File: config.mk
export PLATFORM = sky130hd
export DESIGN_NAME = if_stage_flat
export DESIGN_NICKNAME = d
export VERILOG_FILES = /design/src/rtl/cpu_pkg.sv /design/src/rtl/if_stage_if.sv /design/src/rtl/pc_reg.sv /design/src/rtl/if_stage.sv /design/src/flat_wrapper.sv
export SDC_FILE = /design/constraint.sdc
export NUM_CORES = 1
export LEC_CHECK = 0
export CAP_MARGIN = 20
export CORE_MARGIN = 1.5
export CORE_UTILIZATION = 44
export DETAILED_ROUTE_END_ITERATION = 10
export PLACE_DENSITY = 0.86
export SLEW_MARGIN = 25
export SYNTH_ARGS = -nofsm -noshare
export SYNTH_HDL_FRONTEND = slang
export SYNTH_SLANG_ARGS = --single-unit
File: constraint.sdc
create_clock -name clk_i -period 3.6 [get_ports clk_i]
set_input_delay 0.36 -clock clk_i [delete_from_list [all_inputs] [get_ports clk_i]]
set_output_delay 0.36 -clock clk_i [all_outputs]
set_load 0.005 [all_outputs]
File: src/rtl/cpu_pkg.sv
// Shared CPU pipeline package: datapath widths, instruction type, bubble
// instruction, PC increment and the IF/ID payload struct.
// Reused by the IF, ID and EX stages.
package cpu_pkg;

   localparam int unsigned XLEN = 32;
   localparam int unsigned ILEN = 32;

   typedef logic [XLEN-1:0] addr_t;
   typedef logic [ILEN-1:0] instr_t;

   // Bubble instruction; matches a zero-initialised instruction memory.
   localparam instr_t NOP_INSTR = 32'h0000_0000;
   localparam addr_t  PC_INC    = addr_t'(4);

   // Branch targets are forced onto a word boundary.
   localparam addr_t  ALIGN_MASK = ~addr_t'(3);

   typedef struct packed {
      addr_t  pc;
      instr_t instr;
      logic   valid;
   } ifid_t;

   localparam ifid_t IFID_BUBBLE = '{pc: '0, instr: NOP_INSTR, valid: 1'b0};

endpackage : cpu_pkg

File: src/rtl/if_stage_if.sv
// Fetch-stage bus: hazard controls, branch redirect, instruction memory
// port and the IF/ID register outputs.
//   master : the fetch stage (drives PC, imem address, IF/ID outputs)
//   slave  : the surroundings (hazard unit, ID stage, instruction memory)
// With IF_PERF_CNT_EN defined, stall_cnt_o / flush_cnt_o are added.
interface if_stage_if;
   import cpu_pkg::*;

   logic   start_i;
   logic   stall_i;
   logic   flush_i;
   addr_t  branch_target_i;
   addr_t  imem_addr_o;
   instr_t imem_data_i;
   addr_t  pc_o;
   addr_t  ifid_pc_o;
   instr_t ifid_instr_o;
   logic   ifid_valid_o;
   logic   halted_o;
`ifdef IF_PERF_CNT_EN
   logic [31:0] stall_cnt_o;
   logic [31:0] flush_cnt_o;
`endif

   modport master (
      input  start_i, stall_i, flush_i, branch_target_i, imem_data_i,
      output imem_addr_o, pc_o, ifid_pc_o, ifid_instr_o, ifid_valid_o, halted_o
`ifdef IF_PERF_CNT_EN
      , output stall_cnt_o, flush_cnt_o
`endif
   );

   modport slave (
      output start_i, stall_i, flush_i, branch_target_i, imem_data_i,
      input  imem_addr_o, pc_o, ifid_pc_o, ifid_instr_o, ifid_valid_o, halted_o
`ifdef IF_PERF_CNT_EN
      , input stall_cnt_o, flush_cnt_o
`endif
   );

endinterface : if_stage_if

File: src/rtl/pc_reg.sv
// Program counter: PC flop, next-PC selection and sticky halt flag.
// Ports:
//   clk, rst_n           clock / async active-low reset
//   start, stall, flush  fetch enable and hazard controls
//   target               taken-branch target (low two bits dropped)
//   pc                   current PC (registered)
//   halted               PC ran past the instruction memory (registered)
//   advance_c            this cycle is a normal sequential fetch
module pc_reg
   import cpu_pkg::*;
#(
   parameter int unsigned IMEM_DEPTH = 256
) (
   input  logic  clk,
   input  logic  rst_n,
   input  logic  start,
   input  logic  stall,
   input  logic  flush,
   input  addr_t target,
   output addr_t pc,
   output logic  halted,
   output logic  advance_c
);

   localparam addr_t PC_LIMIT = addr_t'(IMEM_DEPTH * 4);

   addr_t pc_next;
   logic  halted_next;

   // Priority: !start > stall > flush > halt > sequential.
   always_comb begin
      pc_next     = pc;
      halted_next = halted;
      advance_c   = 1'b0;
      if (start && !stall) begin
         if (flush) begin
            pc_next     = target & ALIGN_MASK;
            halted_next = 1'b0;
         end else if (halted || (pc >= PC_LIMIT)) begin
            halted_next = 1'b1;
         end else begin
            pc_next   = pc + PC_INC;
            advance_c = 1'b1;
         end
      end
   end

   always_ff @(posedge clk or negedge rst_n) begin
      if (!rst_n) begin
         pc     <= '0;
         halted <= 1'b0;
      end else begin
         pc     <= pc_next;
         halted <= halted_next;
      end
   end

endmodule : pc_reg

File: src/rtl/if_stage.sv
// Instruction-fetch stage: owns the PC (via pc_reg), drives the instruction
// memory address and holds the IF/ID pipeline register.
// Ports:
//   clk_i  clock, rising edge
//   rst_i  asynchronous active-low reset
//   bus    if_stage_if.master: hazard controls, branch target, imem port,
//          pc_o, IF/ID outputs, halted_o
// Optional macro IF_PERF_CNT_EN adds saturating stall/flush counters.
module if_stage
   import cpu_pkg::*;
#(
   parameter int unsigned IMEM_DEPTH = 256
) (
   input  logic          clk_i,
   input  logic          rst_i,
   if_stage_if.master    bus
);

   addr_t pc;
   logic  halted;
   logic  advance;
   ifid_t ifid_q;
   ifid_t ifid_d;

   pc_reg #(
      .IMEM_DEPTH (IMEM_DEPTH)
   ) u_pc_reg (
      .clk       (clk_i),
      .rst_n     (rst_i),
      .start     (bus.start_i),
      .stall     (bus.stall_i),
      .flush     (bus.flush_i),
      .target    (bus.branch_target_i),
      .pc        (pc),
      .halted    (halted),
      .advance_c (advance)
   );

   // IF/ID next value: hold on stall, capture on sequential fetch, otherwise
   // bubble (idle, flush squash, halted).
   always_comb begin
      ifid_d = ifid_q;
      if (!bus.start_i) begin
         ifid_d = IFID_BUBBLE;
      end else if (bus.stall_i) begin
         ifid_d = ifid_q;
      end else if (advance) begin
         ifid_d = '{pc: pc, instr: bus.imem_data_i, valid: 1'b1};
      end else begin
         ifid_d = IFID_BUBBLE;
      end
   end

   always_ff @(posedge clk_i or negedge rst_i) begin
      if (!rst_i) begin
         ifid_q <= IFID_BUBBLE;
      end else begin
         ifid_q <= ifid_d;
      end
   end

   assign bus.pc_o         = pc;
   assign bus.imem_addr_o  = pc;
   assign bus.halted_o     = halted;
   assign bus.ifid_pc_o    = ifid_q.pc;
   assign bus.ifid_instr_o = ifid_q.instr;
   assign bus.ifid_valid_o = ifid_q.valid;

`ifdef IF_PERF_CNT_EN
   logic [31:0] stall_cnt;
   logic [31:0] flush_cnt;
   logic        stall_evt;
   logic        flush_evt;

   assign stall_evt = bus.start_i & bus.stall_i;
   assign flush_evt = bus.start_i & bus.flush_i & ~bus.stall_i;

   // Saturating event counters.
   always_ff @(posedge clk_i or negedge rst_i) begin
      if (!rst_i) begin
         stall_cnt <= '0;
         flush_cnt <= '0;
      end else begin
         if (stall_evt && (stall_cnt != 32'hFFFF_FFFF)) stall_cnt <= stall_cnt + 32'd1;
         if (flush_evt && (flush_cnt != 32'hFFFF_FFFF)) flush_cnt <= flush_cnt + 32'd1;
      end
   end

   assign bus.stall_cnt_o = stall_cnt;
   assign bus.flush_cnt_o = flush_cnt;
`endif

endmodule : if_stage

File: src/flat_wrapper.sv
// flat-port wrapper written by rule: the top's interface ports become plain ports
module if_stage_flat import cpu_pkg::*;
#(
   parameter int unsigned IMEM_DEPTH = 256
)
  (clk_i, rst_i, bus_start_i, bus_stall_i, bus_flush_i, bus_branch_target_i, bus_imem_data_i, bus_imem_addr_o, bus_pc_o, bus_ifid_pc_o, bus_ifid_instr_o, bus_ifid_valid_o, bus_halted_o);
  if_stage_if bus_i ();
  input  logic clk_i;
  input  logic rst_i;
  input wire logic [$bits(bus_i.start_i)-1:0] bus_start_i;
  input wire logic [$bits(bus_i.stall_i)-1:0] bus_stall_i;
  input wire logic [$bits(bus_i.flush_i)-1:0] bus_flush_i;
  input wire logic [$bits(bus_i.branch_target_i)-1:0] bus_branch_target_i;
  input wire logic [$bits(bus_i.imem_data_i)-1:0] bus_imem_data_i;
  output wire logic [$bits(bus_i.imem_addr_o)-1:0] bus_imem_addr_o;
  output wire logic [$bits(bus_i.pc_o)-1:0] bus_pc_o;
  output wire logic [$bits(bus_i.ifid_pc_o)-1:0] bus_ifid_pc_o;
  output wire logic [$bits(bus_i.ifid_instr_o)-1:0] bus_ifid_instr_o;
  output wire logic [$bits(bus_i.ifid_valid_o)-1:0] bus_ifid_valid_o;
  output wire logic [$bits(bus_i.halted_o)-1:0] bus_halted_o;
  assign bus_i.start_i = bus_start_i;
  assign bus_i.stall_i = bus_stall_i;
  assign bus_i.flush_i = bus_flush_i;
  assign bus_i.branch_target_i = bus_branch_target_i;
  assign bus_i.imem_data_i = bus_imem_data_i;
  assign bus_imem_addr_o = bus_i.imem_addr_o;
  assign bus_pc_o = bus_i.pc_o;
  assign bus_ifid_pc_o = bus_i.ifid_pc_o;
  assign bus_ifid_instr_o = bus_i.ifid_instr_o;
  assign bus_ifid_valid_o = bus_i.ifid_valid_o;
  assign bus_halted_o = bus_i.halted_o;
  if_stage #(.IMEM_DEPTH(IMEM_DEPTH)) u_core (.clk_i(clk_i), .rst_i(rst_i), .bus(bus_i));
endmodule
* After elaboration in Yosys (flattened, before gate mapping)
Cells that the tools add are included.
** Storage, ports and cells
- Bits in registers :: 98
- Input port bits :: 69
- Output and inout bits :: 130
- Word-level logic and storage cells :: 25
** Cells by class
- Add/subtract/negate cells :: 1
- Magnitude comparators :: 1
- Eq/ne operators :: 2
- Mux-type cells :: 10
- Reduce and logical (&&, ||, !) cells :: 6
** Operators with widths (number)
- $mux W65 :: 3
- $mux W32 :: 2
- $add A32 B3 Y32 const B :: 1
- $ge A32 B11 Y1 const B :: 1
- $mux W1 :: 5
- $ne A2 B2 Y1 const B :: 2
- $reduce_and A2 Y1 :: 2
- $reduce_bool A2 Y1 :: 1
- $logic_and A1 B1 Y1 :: 1
- $logic_not A1 Y1 :: 1
- $logic_or A1 B1 Y1 :: 1

* Logic depth before layout (Yosys ltp)
- Word-level depth :: 8
- Gate-level depth with buffers :: 5
- Gate-level depth less buffers :: 5

* Cells and area by module
Synthesis repeated with hierarchy kept, for this count alone.
** Second synthesis, totals
- Cells, all modules :: 383
- Area total of the unflattened synthesis :: 4436.8 um^2
** By module, submodules not included
- if_stage :: instances 1, cells an instance 187, area an instance 2726.4 um^2, sequential area each 1626.6 um^2
- pc_reg :: instances 1, cells an instance 196, area an instance 1710.4 um^2, sequential area each 775.7 um^2

* Worst setup path before layout
No wires, ideal clock.
- Path kind :: register to register
- Start point :: register u_core.u_pc_reg.pc[31]
- End point :: register u_core.u_pc_reg.pc[8]
- Setup time :: 0.129 ns
- Arrival time :: 1.632 ns
- Data required time :: 3.471 ns
- Path slack :: 1.839 ns
- Stages on the path, launching flop included :: 6
- Buffers on the path :: 1
- Clock period less this slack :: 1.761 ns
- Path through :: dfrtp_1 > nor4_4 > nand4_4 > nor4_4 > buf_6 > a211oi_1
** On the way
- Cells in the longest elaborated chain, start to end :: 4
** RTL lines
- start: declaration :: RTL line pc_reg.sv:20 : output addr_t pc,
- start signal: assignment :: RTL line pc_reg.sv:53 : pc <= pc_next;
- $ge A32 B11 Y1 :: RTL line pc_reg.sv:39 : end else if (halted || (pc >= PC_LIMIT)) begin
- $logic_or A1 B1 Y1 :: RTL line pc_reg.sv:39
- $ne A2 B2 Y1 (no line)
- $reduce_and A2 Y1 (no line)
Every way passes these cells.
A chain may end at the register's enable or synchronous reset.

* Worst setup path in the final report
- Start point :: register u_core.u_pc_reg.pc[15]
- End point :: register u_core.ifid_q, in the netlist u_core.bus.ifid_instr_o[26]
** On the way
- Cells in the longest elaborated chain, start to end :: 8
** RTL lines
- $ge A32 B11 Y1 :: RTL line pc_reg.sv:39
- $logic_or A1 B1 Y1 :: RTL line pc_reg.sv:39
- $mux W1 :: RTL line pc_reg.sv:39
- $mux W1 :: RTL line pc_reg.sv:36 : if (flush) begin
- $mux W1 :: RTL line pc_reg.sv:35 : if (start && !stall) begin
- $mux W65 :: RTL line if_stage.sv:47 : end else if (advance) begin
- $mux W65 :: RTL line if_stage.sv:45 : end else if (bus.stall_i) begin
- $mux W65 :: RTL line if_stage.sv:43 : if (!bus.start_i) begin
- end signal: assignment :: RTL line if_stage.sv:58 : ifid_q <= ifid_d;
- end: declaration :: RTL line if_stage.sv:22 : ifid_t ifid_q;
Every way passes these cells. The select of a mux whose other input is x is not followed.

==> summary.md <==
| Metric | Value |
|---|---|
| Outcome | `finished clean` |
| Die Width | `99.5 um` |
| Die area | `0.00991 sq mm` |
| CP Class | `reg2reg` |
| Simple-Gate Fraction of Synth Area | `0.133` |
| Root Driver | `clkbuf_8` |
| FF+latch count, synth | `95` |
| DRC errors left | `0` |
| Worst Path Arrival | `2.52 ns` |
| Crit end category | `register` |
| Adder-Cell Fraction of Synth Area | `0.00610` |
| Yosys warnings | `0` |
| M1 WL | `4.49 mm` |
| Fin. Hold Viols | `0` |
| CP Depth | `5` |
| Compound-gate portion of the synthesized area | `0.134` |
| Clock skew | `0.0153 ns` |
| Max reg flops | `32` |
| R2R Path Start | `u_core.u_pc_reg.pc[15]` |
| Async SR Flop Fraction | `1.00` |
| Min Hold Slack | `0.0500 ns` |
| Number of enable flip-flop cells after synthesis | `0` |
| Routed vias/inst | `5.38` |
| Worst-skew pair later-pin latency | `0.36 ns` |
| IO Port Bufs | `192` |
| Crit path from | `u_core.u_pc_reg.pc[15]` |
| Mapped cell area | `0.00410 sq mm` |
| Core Area | `0.00915 sq mm` |
| Slowest library cell on the worst path | `nor4_1` |
| Site Rows | `35` |
| Reg2reg end | `u_core.bus.ifid_instr_o[26]` |
| N_diodes | `0` |
| Num Clock Sinks | `95` |
| Fin nets | `557` |
| P per Cell Area | `413 mW/mm^2` |
| CP top delay family | `simple AND/OR/NAND/NOR gates` |
| Initial core utilization | `0.448` |
| Share of layout cells above drive strength 1 | `0.108` |
| Max H-tree Level | `3` |
| Cts hold-fix bufs | `0` |
| Least-Margin Pin Slew | `0.793 ns` |
| Hold Path Class | `in2async` |
| R2R depth | `5` |
| Met3 wire len | `749 um` |
| Worst Setup EP | `u_core.bus.ifid_instr_o[26]` |
| Layout area overhead | `48.2%` |
| Max Cap Violations | `0` |
| Worst EP required | `3.89 ns` |
| Uppermost layer routed | `met4` |
| Largest family of logic cells by synthesized area | `compound AO/OA/AOI/OAI gates` |
| Pin count of the biggest net entering global routing | `89` |
| Worst VDD drop | `215 uV` |
| Slew Viols, Final | `0` |
| Vias | `3238` |
| Final setup viols | `0` |
| Nature of the critical path startpoint | `register` |
| Worst path buffer plus inverter count | `1` |
| Period minus WS final | `2.23 ns` |
| Routed WL per cell | `17.6 um` |
| Total power | `2.51 mW` |
| First-pass GRT wire length | `17.1 mm` |
| Post-synthesis sequential area ratio | `0.580` |
| Gp weighted congestion | `0.858` |
| Vias in the first global route | `3204` |
| # IOs | `199` |
| DRT iter0 DRCs | `141` |
| FMAX | `448 MHz` |
| Fin worst setup slack | `1.37 ns` |
| Relative slew slack | `0.472` |
| Tot GR Track Use | `0.219` |
| Main synth FF type | `dfrtp_1` |
| Distinct cell type count after synthesis | `43` |
| CTS tree | `built` |
| CP cell instances | `nor4_1 -> nand2_2 -> nor4_4 -> buf_4 -> a22o_1` |
| Final Util | `0.664` |
| Clock Pin Slew Worst Setup and Hold Paths | `0.10 ns` |
| Max Fanout on Critical Path | `42` |
| Post-cts sizing count | `0` |
| Most frequent cells in the layout | `clkdlybuf4s50_1 (191), dfrtp_1 (95), a22o_1 (40)` |
| Post-Syn Instances | `327` |
| Area share of xor/xnor cells in the synthesized design | `0` |
| GRT overflow | `0` |
| Leakage | `2.69 nW` |
| Post-synthesis mux area share | `0.0513` |
| Antenna viol nets, final | `0` |
| Mean Syn Cell Area | `12.5 sq um` |
| Max clock buf depth | `2` |
| # Post-CTS Setup Buffers | `0` |
| Die Y | `99.5 um` |
| Total Wirelength | `10.6 mm` |
| Setup TNS | `0 ns` |
| Commonest non-fill, non-tap cell in the layout | `clkdlybuf4s50_1` |
| Pre-antenna DRT Iters | `4` |
| RSZ-0062 raised after global routing | `false` |
| Max incr delay on CP | `0.59 ns` |
| Metal2 WL | `5.23 mm` |
| Setup slack on the worst flop-to-flop path | `1.37 ns` |
| Final Cycle Share | `0.620` |
| Initial antenna violation count | `0` |
| Dpl hpwl | `7.32 mm` |
| Post-Place Setup Slack | `1.04 ns` |
| Total CTS buffers | `9` |
## worst reg2reg max path, stage by stage (launching register included)
cell and delay [ns]:
dfrtp_1 0.44, nor4_1 0.59, nand2_2 0.29, nor4_4 0.19, buf_4 0.43, a22o_1 0.23
## worst min path at each step
stage	from	slack [ns]	to
floorplan	rst_i	0.06	u_core.bus.ifid_instr_o[0]
global placement	u_core.bus.ifid_valid_o	0.47	u_core.bus.ifid_valid_o
detailed placement	u_core.bus.ifid_valid_o	0.47	u_core.bus.ifid_valid_o
CTS	rst_i	0.08	u_core.bus.ifid_instr_o[23]
global route	rst_i	0.10	u_core.u_pc_reg.pc[2]
finish	rst_i	0.05	u_core.bus.ifid_instr_o[23]
## logic make-up after synthesis
| logic type | Yosys count |
|---|---|
| flip-flops | 95 |
| AND/OR/NAND/NOR | 82 |
| AO/OA/AOI/OAI | 68 |
| buffers and inverters | 60 |
| multiplexers | 19 |
| adder cells (fa/ha/maj) | 2 |
| other | 1 |
## cell type report
type | count | area, sq um
Fill cell | 700 | 3080
Sequential cell | 95 | 2380
Multi-Input combinational cell | 175 | 1350
Clock buffer | 9 | 124
Inverter | 5 | 18.8
Clock inverter | 7 | 87.6
Tap cell | 111 | 139
Timing Repair Buffer | 200 | 1980
## per-layer routing
metal,track usage,vias up
met5,0,-
met4,0.0726,0
met3,0.0618,8
met2,0.348,142
met1,0.290,1612
li1,-,1476
## power by group
part	switching (mW)	leakage (nW)	internal [mW]
clock	0.405	0.108	0.338
sequential	0.113	1.26	1.13
combinational	0.176	1.33	0.347
## synthesized netlist by cell type (all sizes together) (2+ instances only)
library cell / count / area share
a21oi: 9 / 0.011
a22o: 40 / 0.085
a31oi: 4 / 0.0061
and2: 2 / 0.0031
and3: 25 / 0.038
and4: 3 / 0.0067
buf: 42 / 0.078
clkbuf: 13 / 0.012
dfrtp: 95 / 0.58
ha: 2 / 0.0061
inv: 5 / 0.0046
mux2: 16 / 0.044
mux2i: 3 / 0.0073
nand2: 10 / 0.0098
nand2b: 3 / 0.0046
nand3: 8 / 0.0098
nand3b: 2 / 0.0037
nand4: 5 / 0.011
nor2: 9 / 0.0082
nor3: 3 / 0.0037
nor4: 8 / 0.027
o22ai: 5 / 0.0076
o311ai: 2 / 0.0043
## per-stage QoR
step | instances | area, sq um
after global routing | 602 | 6080
final | 602 | 6080
after CTS | 602 | 6080
after detailed placement | 586 | 5870
after floorplan | 330 | 4110
after global placement | 586 | 5860
Power figures use the tool's default switching activity.
